## src/rtl/ad_trigger_capture.sv

```systemverilog
// Trigger-aligned capture controller: keeps a circular DEPTH-sample record around a level crossing.
// Writes appear one cycle after the sample; frame_valid, rd_base and trig_seen update with the last frame write.
module ad_trigger_capture #(
  parameter int ADDR_W       = 10,
  parameter int PRE_TRIG     = 128,
  parameter int AUTO_TIMEOUT = 6000000,
  parameter int HOLDOFF      = 6000000
) (
  input  logic              ad_clk,
  input  logic              sys_rst_n,
  input  logic [7:0]        ad_data,
  input  logic [7:0]        trig_level,
  input  logic              trig_edge,
  input  logic              trig_mode,
  output logic [7:0]        buf_data,
  output logic [ADDR_W-1:0] buf_addr,
  output logic              buf_wren,
  output logic [ADDR_W-1:0] rd_base,
  output logic              frame_valid,
  output logic              trig_seen
);

  localparam int DEPTH = 1 << ADDR_W;
  localparam int TO_W  = (AUTO_TIMEOUT > 1) ? $clog2(AUTO_TIMEOUT) : 1;
  localparam int HO_W  = (HOLDOFF > 1) ? $clog2(HOLDOFF) : 1;

  localparam logic [ADDR_W-1:0] PRE_LAST  = ADDR_W'(PRE_TRIG - 1);
  localparam logic [ADDR_W-1:0] PRE_OFS   = ADDR_W'(PRE_TRIG);
  localparam logic [ADDR_W-1:0] POST_LAST = ADDR_W'(DEPTH - PRE_TRIG - 2);
  localparam logic [ADDR_W-1:0] A_ONE     = ADDR_W'(1);
  localparam logic [TO_W-1:0]   TO_LAST   = TO_W'(AUTO_TIMEOUT - 1);
  localparam logic [TO_W-1:0]   TO_ONE    = TO_W'(1);
  localparam logic [HO_W-1:0]   HO_LAST   = HO_W'(HOLDOFF - 1);
  localparam logic [HO_W-1:0]   HO_ONE    = HO_W'(1);

  typedef enum logic [2:0] {S_IDLE, S_PRE, S_ARMED, S_POST, S_HOLD} state_t;

  state_t            r_state;
  logic [ADDR_W-1:0] r_wp;
  logic [7:0]        r_d1;
  logic [ADDR_W-1:0] r_pre_cnt;
  logic [ADDR_W-1:0] r_post_cnt;
  logic [TO_W-1:0]   r_to_cnt;
  logic [HO_W-1:0]   r_hold_cnt;
  logic [ADDR_W-1:0] r_trig_addr;
  logic              r_trig_src;

  logic w_rise;
  logic w_fall;
  logic w_edge;
  logic w_timeout;
  logic w_write;

  always_comb begin
    w_rise    = (r_d1 < trig_level) && (ad_data >= trig_level);
    w_fall    = (r_d1 > trig_level) && (ad_data <= trig_level);
    w_edge    = trig_edge ? w_fall : w_rise;
    w_timeout = !trig_mode && (r_to_cnt == TO_LAST);
    w_write   = (r_state == S_PRE) || (r_state == S_ARMED) || (r_state == S_POST);
  end

  always_ff @(posedge ad_clk or negedge sys_rst_n) begin
    if (!sys_rst_n) begin
      r_state     <= S_IDLE;
      r_wp        <= '0;
      r_d1        <= '0;
      r_pre_cnt   <= '0;
      r_post_cnt  <= '0;
      r_to_cnt    <= '0;
      r_hold_cnt  <= '0;
      r_trig_addr <= '0;
      r_trig_src  <= 1'b0;
      buf_data    <= '0;
      buf_addr    <= '0;
      buf_wren    <= 1'b0;
      rd_base     <= '0;
      frame_valid <= 1'b0;
      trig_seen   <= 1'b0;
    end else begin
      r_d1        <= ad_data;
      buf_data    <= ad_data;
      buf_addr    <= r_wp;
      buf_wren    <= w_write;
      frame_valid <= 1'b0;
      if (w_write) r_wp <= r_wp + A_ONE;

      case (r_state)
        S_IDLE: begin
          r_state   <= S_PRE;
          r_pre_cnt <= '0;
        end
        S_PRE: begin
          if (r_pre_cnt == PRE_LAST) begin
            r_state  <= S_ARMED;
            r_to_cnt <= '0;
          end else begin
            r_pre_cnt <= r_pre_cnt + A_ONE;
          end
        end
        S_ARMED: begin
          // Edge takes priority over timeout; the timer saturates so a switch to auto fires promptly.
          if (w_edge || w_timeout) begin
            r_trig_src  <= w_edge;
            r_trig_addr <= r_wp;
            r_post_cnt  <= '0;
            r_state     <= S_POST;
          end else if (r_to_cnt != TO_LAST) begin
            r_to_cnt <= r_to_cnt + TO_ONE;
          end
        end
        S_POST: begin
          if (r_post_cnt == POST_LAST) begin
            r_state     <= S_HOLD;
            r_hold_cnt  <= '0;
            frame_valid <= 1'b1;
            rd_base     <= r_trig_addr - PRE_OFS;
            trig_seen   <= r_trig_src;
          end else begin
            r_post_cnt <= r_post_cnt + A_ONE;
          end
        end
        S_HOLD: begin
          if (r_hold_cnt == HO_LAST) begin
            r_state   <= S_PRE;
            r_pre_cnt <= '0;
          end else begin
            r_hold_cnt <= r_hold_cnt + HO_ONE;
          end
        end
        default: r_state <= S_IDLE;
      endcase
    end
  end

endmodule

```

## config.mk

```make
export PLATFORM = sky130hd
export DESIGN_NAME = ad_trigger_capture
export DESIGN_NICKNAME = d
export VERILOG_FILES = /design/src/rtl/ad_trigger_capture.sv
export SDC_FILE = /design/constraint.sdc
export NUM_CORES = 1
export LEC_CHECK = 0
export BUFFER_PORTS_ARGS = -buffer_cell sky130_fd_sc_hd__buf_2
export CAP_MARGIN = 20
export CORE_MARGIN = 2
export CORE_UTILIZATION = 34
export DETAILED_ROUTE_END_ITERATION = 10
export SYNTH_ARGS = -nofsm -noshare
export SYNTH_HDL_FRONTEND = slang
export SYNTH_SLANG_ARGS = --single-unit
```

## constraint.sdc

```tcl
create_clock -name ad_clk -period 4.4 [get_ports ad_clk]
set_clock_uncertainty 0.1 [all_clocks]
set_input_delay 0.44 -clock ad_clk [delete_from_list [all_inputs] [get_ports ad_clk]]
set_output_delay 0.44 -clock ad_clk [all_outputs]
set_load 0.01 [all_outputs]
```

==> key figures, run 1 <==
Finish
  • Nets: 721
  • Finished layout cell area: 7307 µm²
  • Util after Layout: 40.40%
  • ANT cells: 0
  • Final non-filler cell total: 920
  • FF+latch area: 3028 µm²
  • Final-layout fill cell count: 1,786
  • Area Growth Syn to Fin: 16.06%
  • Share of cells above drive strength 1: 17.95%
  • Multi-input logic area: 3025 µm²

Clocking
  • # clock sinks: 121
  • Hold_buf cts: 0
  • CTS tree: done
  • Clock transition at the registers of the reported paths: 60 ps
  • Clock insertion delay at the later pin of the skew report: 410 ps
  • H-Tree Level Count: 4
  • Clock root buffer: clkbuf_16
  • Post-CTS sizing: 0
  • TritonCTS Buffers: 17
  • Buffer count from post-CTS setup fixing: 0
  • CTS Buffer Depth: 2

Global route
  • Largest net degree at the start of global routing: 65
  • First-pass GRT wire length: 23,920 µm
  • Vias in the first global route: 4,768
  • Initial antenna violation count: 0
  • Total track usage: 14.91%
  • Grt ovf: 0

Placement
  • Placer Congestion: 0.7760
  • Detailed Place HPWL: 9201 µm
  • Area after DPL: 6751 µm²
  • DP Cell Count: 888
  • Pre-CTS setup slack: 1328 ps
  • Port buffer count: 50

Worst setup path
  • Crit path kind: reg -> reg
  • Worst reg2reg path depth: 5
  • Crit-path slowest cell: nor3_1
  • CP Launch Type: flip-flop
  • Crit end category: flip-flop
  • Max stage delay on crit path: 620 ps
  • Arrival time worst endpoint: 3070 ps
  • CP Max Fanout: 19
  • CP required: 4590 ps
  • Crit-path cells: inv_1, nor3_1, nand2_1, o31a_1, a221o_1

Synth
  • Synth Area per Inst: 10.06 µm²
  • Area leader, netlist: dfrtp_1
  • Main synth FF type: dfrtp_1
  • Seq/Total Area, Yosys: 48.09%
  • Yosys warns: 0
  • Post-synth top cells: 121 x dfrtp_1, 75 x nand2_1, 52 x nor2_1, 37 x o21ai_0, 29 x inv_1
  • Cells after Synth: 626
  • Ys async rst share: 100.0%
  • Synth area leaders: dfrtp_1 48%, ha_1 4.6%, nand2_1 4.5%
  • Synth Cell Area: 6296 µm²
  • Flops & latches, synth: 121
  • Syn Nets: 669
  • Yosys top cell area share: 48.09%
  • Number of synthesized flops with an enable pin: 0
  • Synth cell types: 70
  • Most numerous cell in the Yosys netlist: dfrtp_1

STA
  • Max Fclk: 347.5 MHz
  • Hold_ws: 13.21 ps
  • Clock period minus worst slack: 2878 ps
  • Slew @ Worst Pin: 835.5 ps
  • Unrepaired setup endpoints after global routing: false
  • Post-route setup TNS: 0 ps
  • Hold Vio Cnt, Final: 0
  • Worst setup margin: 1522 ps
  • Final slew viol count: 0
  • Tcrit/Tclk final: 65.40%
  • Slew margin rel.: 44.30%
  • Final setup violation count: 0

Run
  • Max-Cap Viols: 0

Drt
  • Antenna-violating nets left: 0
  • Detailed-route DRC error count: 1
  • DR vias: 4,822
  • Drt pass-1 iters: 10
  • DRT iter0 DRCs: 249
  • Detail-routed via count per cell: 5.241
  • Drt total wl: 13,610 µm
  • WL/cell: 14.80 µm

Floorplan
  • # IOs: 51
  • Area of the core: 18,090 µm²
  • Die X: 140.1 µm
  • Initial core utilization: 34.81%
  • Site Rows: 49
  • Die area: 19,620 µm²
  • Die height: 140.1 µm

Run status
  • Failing checks: DRC
  • Status: finished, violations left

Pwr
  • Pwr dens: 345.8 nW/µm²
  • PnR Total Power: 2.527 mW
  • Leakage power: 3.342 nW
  • Max IR drop VDD: 0.2888 mV

Hold path
  • Worst Hold Class: in -> async
## placed cells by master, fill, tap and decap left out, types with 6 or more instances in the layout
| cell | count |
|---|---|
| nand3_1 | 26 |
| mux2i_1 | 9 |
| nand4_1 | 18 |
| o22ai_1 | 7 |
| nor3_1 | 9 |
| and2_1 | 7 |
| o21ai_0 | 37 |
| nor2_1 | 52 |
| o31ai_1 | 14 |
| o2111ai_1 | 6 |
| nor4_1 | 6 |
| nand2_1 | 75 |
| mux2_2 | 13 |
| nand2b_1 | 6 |
| o311ai_0 | 10 |
| xor2_1 | 19 |
| clkbuf_16 | 17 |
| dfrtp_1 | 121 |
| xnor2_1 | 11 |
| and3_1 | 16 |
| buf_2 | 49 |
| ha_1 | 23 |
| a21oi_1 | 14 |
| nand3b_1 | 6 |
| inv_1 | 29 |
| o211ai_1 | 7 |
## cell families (layout without fill, tap and decap cells)
| group | count (synthesis) | in the layout | share of synthesized area, % |
|---|---|---|---|
| AOI/OAI and AO/OA | 129 | 129 | 15.30 |
| xor gates and xnor gates | 30 | 30 | 4.173 |
| adders and majority gates | 23 | 23 | 4.571 |
| buffers and inverters | 52 | 117 | 3.855 |
| DFF | 121 | 121 | 48.09 |
| muxes | 22 | 22 | 3.756 |
| and+or+nand+nor | 249 | 249 | 20.25 |
## power breakdown
group          total (mW)  internal, mW  switching, mW
registers            1.13          1.12        0.00533
logic               0.108        0.0364         0.0711
clock network        1.29         0.745          0.548
## worst paths after layout
kind / start / to / slack [ps]
hold reg to reg: r_wp[9]$_DFFE_PN0P_ / buf_addr[9]$_DFF_PN0_ / 320
min in group ad_clk: ad_data[0] / r_d1[0]$_DFF_PN0_ / 40
max in group asynchronous: sys_rst_n / r_post_cnt[2]$_DFFE_PN0P_ / 3250
setup / recovery: r_state[0]$_DFFE_PN0P_ / r_to_cnt[20]$_DFFE_PN0P_ / 1520
hold / removal: sys_rst_n / r_hold_cnt[9]$_DFFE_PN0P_ / 10
setup reg to reg: r_state[0]$_DFFE_PN0P_ / r_to_cnt[20]$_DFFE_PN0P_ / 1520
## state kept, by name, indices dropped and copies added (netlist names), 8 cells and up
signal       count
r_post_cnt      10
rd_base         10
r_d1             8
buf_addr        10
r_hold_cnt      23
r_trig_addr     10
r_to_cnt        23
r_wp            10
r_pre_cnt       10
## worst max-delay path: cells and delay by family (launching register included)
| family | cells | cell delay (ps) |
|---|---|---|
| buffers and inverters | 1 | 250 |
| AOI/OAI and AO/OA | 2 | 680 |
| DFF | 1 | 510 |
| and+or+nand+nor | 2 | 1210 |
## layer usage
metal / track usage [%] / share of wire (%) / vias up
li1: - / - / 2393
met1: 20.17 / 49 / 2334
met2: 23.39 / 46 / 85
met3: 4.068 / 4.1 / 10
met4: 4.732 / 1.0 / 0
met5: 0 / 0 / -
## cell type report
cell class / count / area share (%)
timing repair buffer: 54 / 3.870
tap: 229 / 3.921
multi-input combinational: 453 / 41.40
clock buffer: 18 / 6.010
inverter: 31 / 1.764
clock inverter: 14 / 1.592
sequential: 121 / 41.44
Note: power is estimated with default switching activity, not from simulation.
==> inputs of run 2 (changes only) <==
==> constraint.sdc (replaced) <==
create_clock -name ad_clk -period 2.4 [get_ports ad_clk]
set_clock_uncertainty 0.1 [all_clocks]
set_input_delay 0.24 -clock ad_clk [delete_from_list [all_inputs] [get_ports ad_clk]]
set_output_delay 0.24 -clock ad_clk [all_outputs]
set_load 0.01 [all_outputs]
==> run 2 against run 1 <==
  * Critical path type unchanged
  * Setup slack lost 1500 ps
  * Wire length grew 9.8%
  * Die area is the same
  * Critical endpoint unchanged
  * The run still ends with DRC left
  * Hold slack gained 150 ps
  * Flip-flop and latch count is the same
  * Sequential share of layout area shrank 4.6 points
==> key figures, run 2 (synthesis results as in run 1) <==
Floorplan
  • Die area: 19,620 µm² (unchanged)
  • # IOs: 51 (unchanged)
  • Die height: 140.1 µm (unchanged)
  • Site Rows: 49 (unchanged)
  • Initial core utilization: 34.81% (unchanged)
  • Die X: 140.1 µm (unchanged)
  • Area of the core: 18,090 µm² (unchanged)

Drt
  • Drt total wl: 14,950 µm (was 13,610 µm)
  • Detailed-route DRC error count: 2 (was 1)
  • WL/cell: 15.13 µm (was 14.80 µm)
  • Antenna-violating nets left: 0 (unchanged)
  • DRT iter0 DRCs: 236 (was 249)
  • Detail-routed via count per cell: 5.172 (was 5.241)
  • Drt pass-1 iters: 8 (was 10)
  • DR vias: 5,110 (was 4,822)

Worst setup path
  • Crit path kind: reg -> reg (unchanged)
  • Crit-path cells: ha_4, nor2b_4, o211ai_2, a21oi_2, buf_6, a2111oi_4, buf_6, o31a_1, a221o_1 (was inv_1, nor3_1, nand2_1, o31a_1, a221o_1)
  • CP Launch Type: flip-flop (unchanged)
  • Top cell family by delay on the critical path: compound AO/OA/AOI/OAI gates (was simple AND/OR/NAND/NOR gates)
  • Max stage delay on crit path: 420 ps (was 620 ps)
  • CP required: 2600 ps (was 4590 ps)
  • Crit-path slowest cell: dfrtp_1 (was nor3_1)
  • WP buf/inv: 2 (was 1)
  • Crit end category: flip-flop (unchanged)
  • Arrival time worst endpoint: 2600 ps (was 3070 ps)
  • CP Max Fanout: 5 (was 19)
  • Top cell by count, worst path: buf_6

Pwr
  • Switching fraction of total power: 22.41% (was 24.71%)
  • Pwr dens: 633.9 nW/µm² (was 345.8 nW/µm²)
  • Leakage power: 3.797 nW (was 3.342 nW)
  • Cell internal pwr: 4.047 mW (was 1.902 mW)
  • Power share of the combinational group: 5.4% (was 4.3%)
  • Max IR drop VDD: 0.4734 mV (was 0.2888 mV)
  • P_sw: 1.169 mW (was 624.3 µW)
  • Clock share of power: 55.0% (was 51.2%)
  • Sequential Power Share: 39.6% (was 44.6%)

STA
  • Hold_ws: 162.9 ps (was 13.21 ps)
  • Max Fclk: 416.8 MHz (was 347.5 MHz)
  • Slew margin rel.: 60.71% (was 44.30%)
  • Slew @ Worst Pin: 583.1 ps (was 835.5 ps)
  • Final setup violation count: 0 (unchanged)
  • Final slew viol count: 0 (unchanged)
  • Clock period minus worst slack: 2399 ps (was 2878 ps)
  • Tcrit/Tclk final: 99.97% (was 65.40%)
  • Hold Vio Cnt, Final: 0 (unchanged)
  • Unrepaired setup endpoints after global routing: true (was false)

Placement
  • Area after DPL: 7187 µm² (was 6751 µm²)
  • Placer Congestion: 0.8437 (was 0.7760)
  • Port buffer count: 50 (unchanged)
  • Detailed Place HPWL: 10,170 µm (was 9201 µm)

Clocking
  • # clock sinks: 121 (unchanged)
  • TritonCTS Buffers: 17 (unchanged)
  • CTS Buffer Depth: 2 (unchanged)
  • Clock transition at the registers of the reported paths: 60 ps (about the same)
  • CTS tree: done (unchanged)
  • H-Tree Level Count: 4 (unchanged)
  • Clock root buffer: clkbuf_16 (unchanged)
  • Clock insertion delay at the later pin of the skew report: 420 ps (was 410 ps)

Finish
  • Most frequent cells in the layout: 121 x dfrtp_1, 75 x nand2_1, 52 x nor2_1, 51 x buf_4, 49 x buf_2 (was 121 x dfrtp_1, 75 x nand2_1, 52 x nor2_1, 49 x buf_2, 37 x o21ai_0)
  • Nets: 789 (was 721)
  • Most common cell after layout, fill and taps aside: dfrtp_1 (unchanged)
  • Biggest regs: r_hold_cnt (23), r_to_cnt (23) (unchanged)
  • ANT cells: 0 (unchanged)
  • Share of cells above drive strength 1: 27.14% (was 17.95%)
  • Finished layout cell area: 8229 µm² (was 7307 µm²)
  • Final-layout fill cell count: 1,697 (was 1,786)
  • Area Growth Syn to Fin: 30.70% (was 16.06%)
  • Util after Layout: 45.50% (was 40.40%)

Run status
  • Status: finished, violations left (unchanged)
  • Failing checks: DRC (unchanged)

Global route
  • Vias in the first global route: 5,103 (was 4,768)
  • Grt ovf: 0 (unchanged)
  • First-pass GRT wire length: 25,360 µm (was 23,920 µm)
  • Largest net degree at the start of global routing: 47 (was 65)
  • Total track usage: 15.99% (was 14.91%)
  • Initial antenna violation count: 0 (unchanged)

Hold path
  • Worst Hold Class: in -> reg (was in -> async)

Run
  • Max-Cap Viols: 0 (unchanged)
[run 2: cell count changes in the layout (fill, tap and decap cells not counted), sizes merged]
cell	previous run	this run
buf	54	112
clkbuf	18	17
bufinv	0	5
clkinvlp	4	0
dlygate4sd3	0	9
inv	34	35
[run 2: layout make-up]
| class | instances | area, µm² | share of cell area (%) |
|---|---|---|---|
| flip-flops and latches | 121 | 3028 | 36.79 |
| well taps | 229 | 286.5 | 3.482 |
| clock inverters | 15 | 240.2 | 2.919 |
| clock buffers | 17 | 425.4 | 5.170 |
| inverters | 31 | 128.9 | 1.566 |
| repair inverters | 1 | 8.758 | 0.1064 |
| multi-input cells | 453 | 3232 | 39.27 |
| repair buffers | 121 | 879.6 | 10.69 |
[run 2: worst paths after layout]
path,end,from,slack (ps),cells after the start
hold / removal,r_trig_src$_DFFE_PN0P_,trig_mode,160,5
hold reg to reg,buf_addr[9]$_DFF_PN0_,r_wp[9]$_DFFE_PN0P_,330,0
min in group asynchronous,r_hold_cnt[5]$_DFFE_PN0P_,sys_rst_n,220,2
max in group asynchronous,buf_addr[4]$_DFF_PN0_,sys_rst_n,1370,3
setup / recovery,r_to_cnt[20]$_DFFE_PN0P_,r_d1[1]$_DFF_PN0_,0.8,9
setup reg to reg,r_to_cnt[20]$_DFFE_PN0P_,r_d1[1]$_DFF_PN0_,0.8,9
[run 2: metrics by stage]
step | setup slack, ps | total power [mW] | cells | setup TNS [ps]
finish | 0.8042 | 5.217 | 988 | 0
global route | -92.32 | 5.412 | 988 | -991.2
CTS | -21.14 | 5.262 | 984 | -88.18
detailed placement | -120.4 | 2.339 | 941 | -2163
global placement | -77.61 | 2.336 | 941 | -1068
floorplan | -57.02 | 2.204 | 626 | -485.2
[run 2: metal layers]
| layer | routed length [µm] | track usage, % |
|---|---|---|
| met1 | 7018 | 20.94 |
| met2 | 7203 | 26.32 |
| met3 | 538 | 4.068 |
| met4 | 192 | 4.732 |
| met5 | 0 | 0 |
[run 2: worst reg2reg max path, stage by stage (launching register included)]
cell and delay, ps:
dfrtp_1 420, ha_4 280, nor2b_4 120, o211ai_2 80
a21oi_2 220, buf_6 150, a2111oi_4 40, buf_6 160
o31a_1 370, a221o_1 330
[run 2: power by group through the flow]
stage | Clock, mW | Combinational [mW] | Sequential (mW)
floorplan | 0 | 0.100 | 2.10
global placement | 0 | 0.234 | 2.10
detailed placement | 0 | 0.237 | 2.10
CTS | 2.94 | 0.260 | 2.07
global route | 3.03 | 0.315 | 2.07
finish | 2.87 | 0.281 | 2.07
[run 2: timing repair]
action | CTS | global route
setup endpoints to repair | 35 | 60
hold endpoints to repair | 40 | 0
hold buffers | 9 | 0
gates cloned | 1 | 2
gates resized for setup | 18 | 35
pin swaps | 6 | 9
buffers inserted | 1 | 2
==> inputs of run 3 (changes only) <==
--- a/config.mk
+++ b/config.mk
@@ -7,9 +7,11 @@
 export LEC_CHECK = 0
 export BUFFER_PORTS_ARGS = -buffer_cell sky130_fd_sc_hd__buf_2
 export CAP_MARGIN = 20
+export CORE_ASPECT_RATIO = 1.2
 export CORE_MARGIN = 2
-export CORE_UTILIZATION = 34
+export CORE_UTILIZATION = 54
 export DETAILED_ROUTE_END_ITERATION = 10
+export PLACE_DENSITY = 0.76
 export SYNTH_ARGS = -nofsm -noshare
 export SYNTH_HDL_FRONTEND = slang
 export SYNTH_SLANG_ARGS = --single-unit
==> run 3 against run 2 <==
  * The run ends with setup timing left
  * Flip-flop and latch count unchanged
  * Wire length up 1.3%
  * Sequential share of layout area up 0.77 points
  * Register-to-register slack worse by 30 ps
  * Maximum frequency down 1.4%
  * Die area down 36%
  * Non-clock buffer count down 3
  * Setup slack worse by 33 ps
==> key figures, run 3 (synthesis results as in run 1) <==
Clocking
  • Clock transition at the registers of the reported paths: 50 ps (was 60 ps)
  • H-Tree Level Count: 4 (unchanged)
  • CTS tree: done (unchanged)
  • TritonCTS Buffers: 17 (unchanged)
  • # clock sinks: 121 (unchanged)
  • Clock root buffer: clkbuf_16 (unchanged)
  • CTS Buffer Depth: 2 (unchanged)
  • Clock insertion delay at the later pin of the skew report: 430 ps (was 420 ps)

Drt
  • WL/cell: 16.61 µm (was 15.13 µm)
  • Detail-routed via count per cell: 5.807 (was 5.172)
  • DR vias: 5,296 (was 5,110)
  • Antenna-violating nets left: 0 (unchanged)
  • Detailed-route DRC error count: 0 (was 2)
  • Drt total wl: 15,150 µm (was 14,950 µm)
  • DRT iter0 DRCs: 272 (was 236)
  • Drt pass-1 iters: 5 (was 8)

Floorplan
  • Die area: 12,540 µm² (was 19,620 µm²)
  • Site Rows: 43 (was 49)
  • Die X: 102.6 µm (was 140.1 µm)
  • Initial core utilization: 54.94% (was 34.81%)
  • Die height: 122.3 µm (was 140.1 µm)
  • Area of the core: 11,460 µm² (was 18,090 µm²)
  • # IOs: 51 (unchanged)

Pwr
  • Cell internal pwr: 3.600 mW (was 4.047 mW)
  • Pwr dens: 582.6 nW/µm² (was 633.9 nW/µm²)
  • Max IR drop VDD: 0.4802 mV (was 0.4734 mV)
  • Sequential Power Share: 44.0% (was 39.6%)
  • Power share of the combinational group: 6.1% (was 5.4%)
  • Clock share of power: 50.0% (was 55.0%)
  • Switching fraction of total power: 23.40% (was 22.41%)
  • P_sw: 1.100 mW (was 1.169 mW)
  • Leakage power: 3.739 nW (was 3.797 nW)

Worst setup path
  • CP Launch Type: flip-flop (unchanged)
  • Worst path depth: 10 (was 9)
  • CP required: 2610 ps (was 2600 ps)
  • Crit-path slowest cell: dfrtp_1 (unchanged)
  • Crit-path cells: ha_4, nor2b_4, o211ai_2, a21oi_2, buf_6, buf_4, a2111oi_4, buf_12, o31a_1, a221o_1 (was ha_4, nor2b_4, o211ai_2, a21oi_2, buf_6, a2111oi_4, buf_6, o31a_1, a221o_1)
  • WP buf/inv: 3 (was 2)
  • FF-to-FF End: r_to_cnt[20]$_DFFE_PN0P_ (unchanged)
  • Arrival time worst endpoint: 2640 ps (was 2600 ps)
  • R2r startpoint: r_d1[1]$_DFF_PN0_ (unchanged)
  • Top cell family by delay on the critical path: compound AO/OA/AOI/OAI gates (unchanged)
  • Crit end category: flip-flop (unchanged)
  • CP Max Fanout: 10 (was 5)
  • Max stage delay on crit path: 410 ps (was 420 ps)
  • Reg2Reg Setup Slack: -30 ps (was 0.8 ps)
  • Worst setup path start: r_d1[1]$_DFF_PN0_ (unchanged)
  • Crit path kind: reg -> reg (unchanged)
  • Worst reg2reg path depth: 10 (was 9)
  • Worst setup path endpoint: r_to_cnt[20]$_DFFE_PN0P_ (unchanged)

Global route
  • Initial antenna violation count: 0 (unchanged)
  • Largest net degree at the start of global routing: 55 (was 47)
  • First-pass GRT wire length: 24,310 µm (was 25,360 µm)
  • Grt ovf: 0 (unchanged)
  • Vias in the first global route: 5,240 (was 5,103)
  • Total track usage: 25.00% (was 15.99%)

STA
  • Clock period minus worst slack: 2432 ps (was 2399 ps)
  • Final setup violation count: 8 (was 0)
  • Slew margin rel.: 61.50% (was 60.71%)
  • Tcrit/Tclk final: 101.3% (was 99.97%)
  • Hold_ws: 182.8 ps (was 162.9 ps)
  • Max Fclk: 411.1 MHz (was 416.8 MHz)
  • Unrepaired setup endpoints after global routing: true (unchanged)
  • Slew @ Worst Pin: 569.4 ps (was 583.1 ps)
  • Worst setup margin: -32.28 ps (was 0.8042 ps)
  • Hold Vio Cnt, Final: 0 (unchanged)
  • Final slew viol count: 0 (unchanged)

Placement
  • Port buffer count: 50 (unchanged)
  • Detailed Place HPWL: 9689 µm (was 10,170 µm)
  • Placer Congestion: 0.8653 (was 0.8437)
  • Pre-CTS setup slack: -175.1 ps (was -120.4 ps)
  • Area after DPL: 6997 µm² (was 7187 µm²)

Finish
  • Most common cell after layout, fill and taps aside: dfrtp_1 (unchanged)
  • Share of cells above drive strength 1: 27.55% (was 27.14%)
  • Most frequent cells in the layout: 119 x dfrtp_1, 75 x nand2_1, 52 x nor2_1, 49 x buf_2, 46 x buf_4 (was 121 x dfrtp_1, 75 x nand2_1, 52 x nor2_1, 51 x buf_4, 49 x buf_2)
  • Area Growth Syn to Fin: 28.12% (was 30.70%)
  • ANT cells: 0 (unchanged)
  • Nets: 786 (was 789)
  • Biggest regs: r_hold_cnt (23), r_to_cnt (23) (unchanged)
  • Finished layout cell area: 8066 µm² (was 8229 µm²)

Run status
  • Failing checks: setup timing (was DRC)
  • Status: finished, violations left (unchanged)

Hold path
  • Hold path startpoint: trig_mode (unchanged)
  • Worst Hold Class: in -> reg (unchanged)

Run
  • Max-Cap Viols: 0 (unchanged)
run 3: changes by cell type in the layout (fill, tap and decap cells not counted), sizes merged:
cell	before	now
inv	35	34
buf	112	109
clkinvlp	0	5
clkinv	7	6
bufinv	5	1
run 3: worst min path at each step:
stage	endpoint	slack (ps)	cells past startpoint
floorplan	buf_addr[0]$_DFF_PN0_	-160	0
global placement	frame_valid$_DFF_PN0_	160	1
detailed placement	frame_valid$_DFF_PN0_	150	1
CTS	r_trig_src$_DFFE_PN0P_	160	5
global route	r_trig_src$_DFFE_PN0P_	230	5
finish	r_trig_src$_DFFE_PN0P_	180	5
run 3: tightest hold or removal path, delay by kind of cell:
| kind | cells | cell delay, ps |
|---|---|---|
| buffers and inverters | 2 | 210 |
| AND/OR/NAND/NOR | 2 | 110 |
| AO/OA/AOI/OAI | 1 | 100 |
run 3: stage by stage:
stage | setup TNS (ps) | cells | total power [mW] | utilization, %
final | -157.3 | 912 | 4.700 | 70.39
after global routing | -2077 | 912 | 4.860 | 70.39
after CTS | -318.8 | 904 | 4.719 | 68.49
after detailed placement | -3172 | 854 | 2.333 | 61.05
after global placement | -1210 | 854 | 2.323 | 61.05
after floorplan | -485.2 | 626 | 2.204 | -
run 3: power groups by stage:
stage,Combinational [mW],Clock (mW),Sequential [mW]
2_1_floorplan,0.100,0,2.10
3_3_place_gp,0.223,0,2.10
3_5_place_dp,0.232,0,2.10
4_1_cts,0.267,2.39,2.07
5_1_grt,0.317,2.48,2.07
6_report,0.285,2.35,2.07
run 3: final cells by class:
cell class / instances / area (µm²)
fillers: 830 / 3393
multi-input cells: 453 / 3268
flip-flops and latches: 121 / 3030
repair buffers: 118 / 882.1
clock buffers: 17 / 425.4
well taps: 157 / 196.4
inverters: 31 / 128.9
clock inverters: 14 / 126.4
repair inverters: 1 / 8.758
run 3: metal layers:
metal	wire [µm]	part of all wire, %	track usage [%]
met1	6125	40	30.19
met2	7929	52	41.83
met3	689	4.5	6.549
met4	404	2.7	11.00
met5	0	0	0
run 3: repair_timing:
action | in CTS | in global routing
pin swaps | 5 | 13
resized for setup | 20 | 45
endpoints found under the hold margin | 44 | 0
endpoints found under the setup margin | 40 | 47
gates cloned | 2 | 2
hold buffers | 9 | 0
buffers inserted | 9 | 8
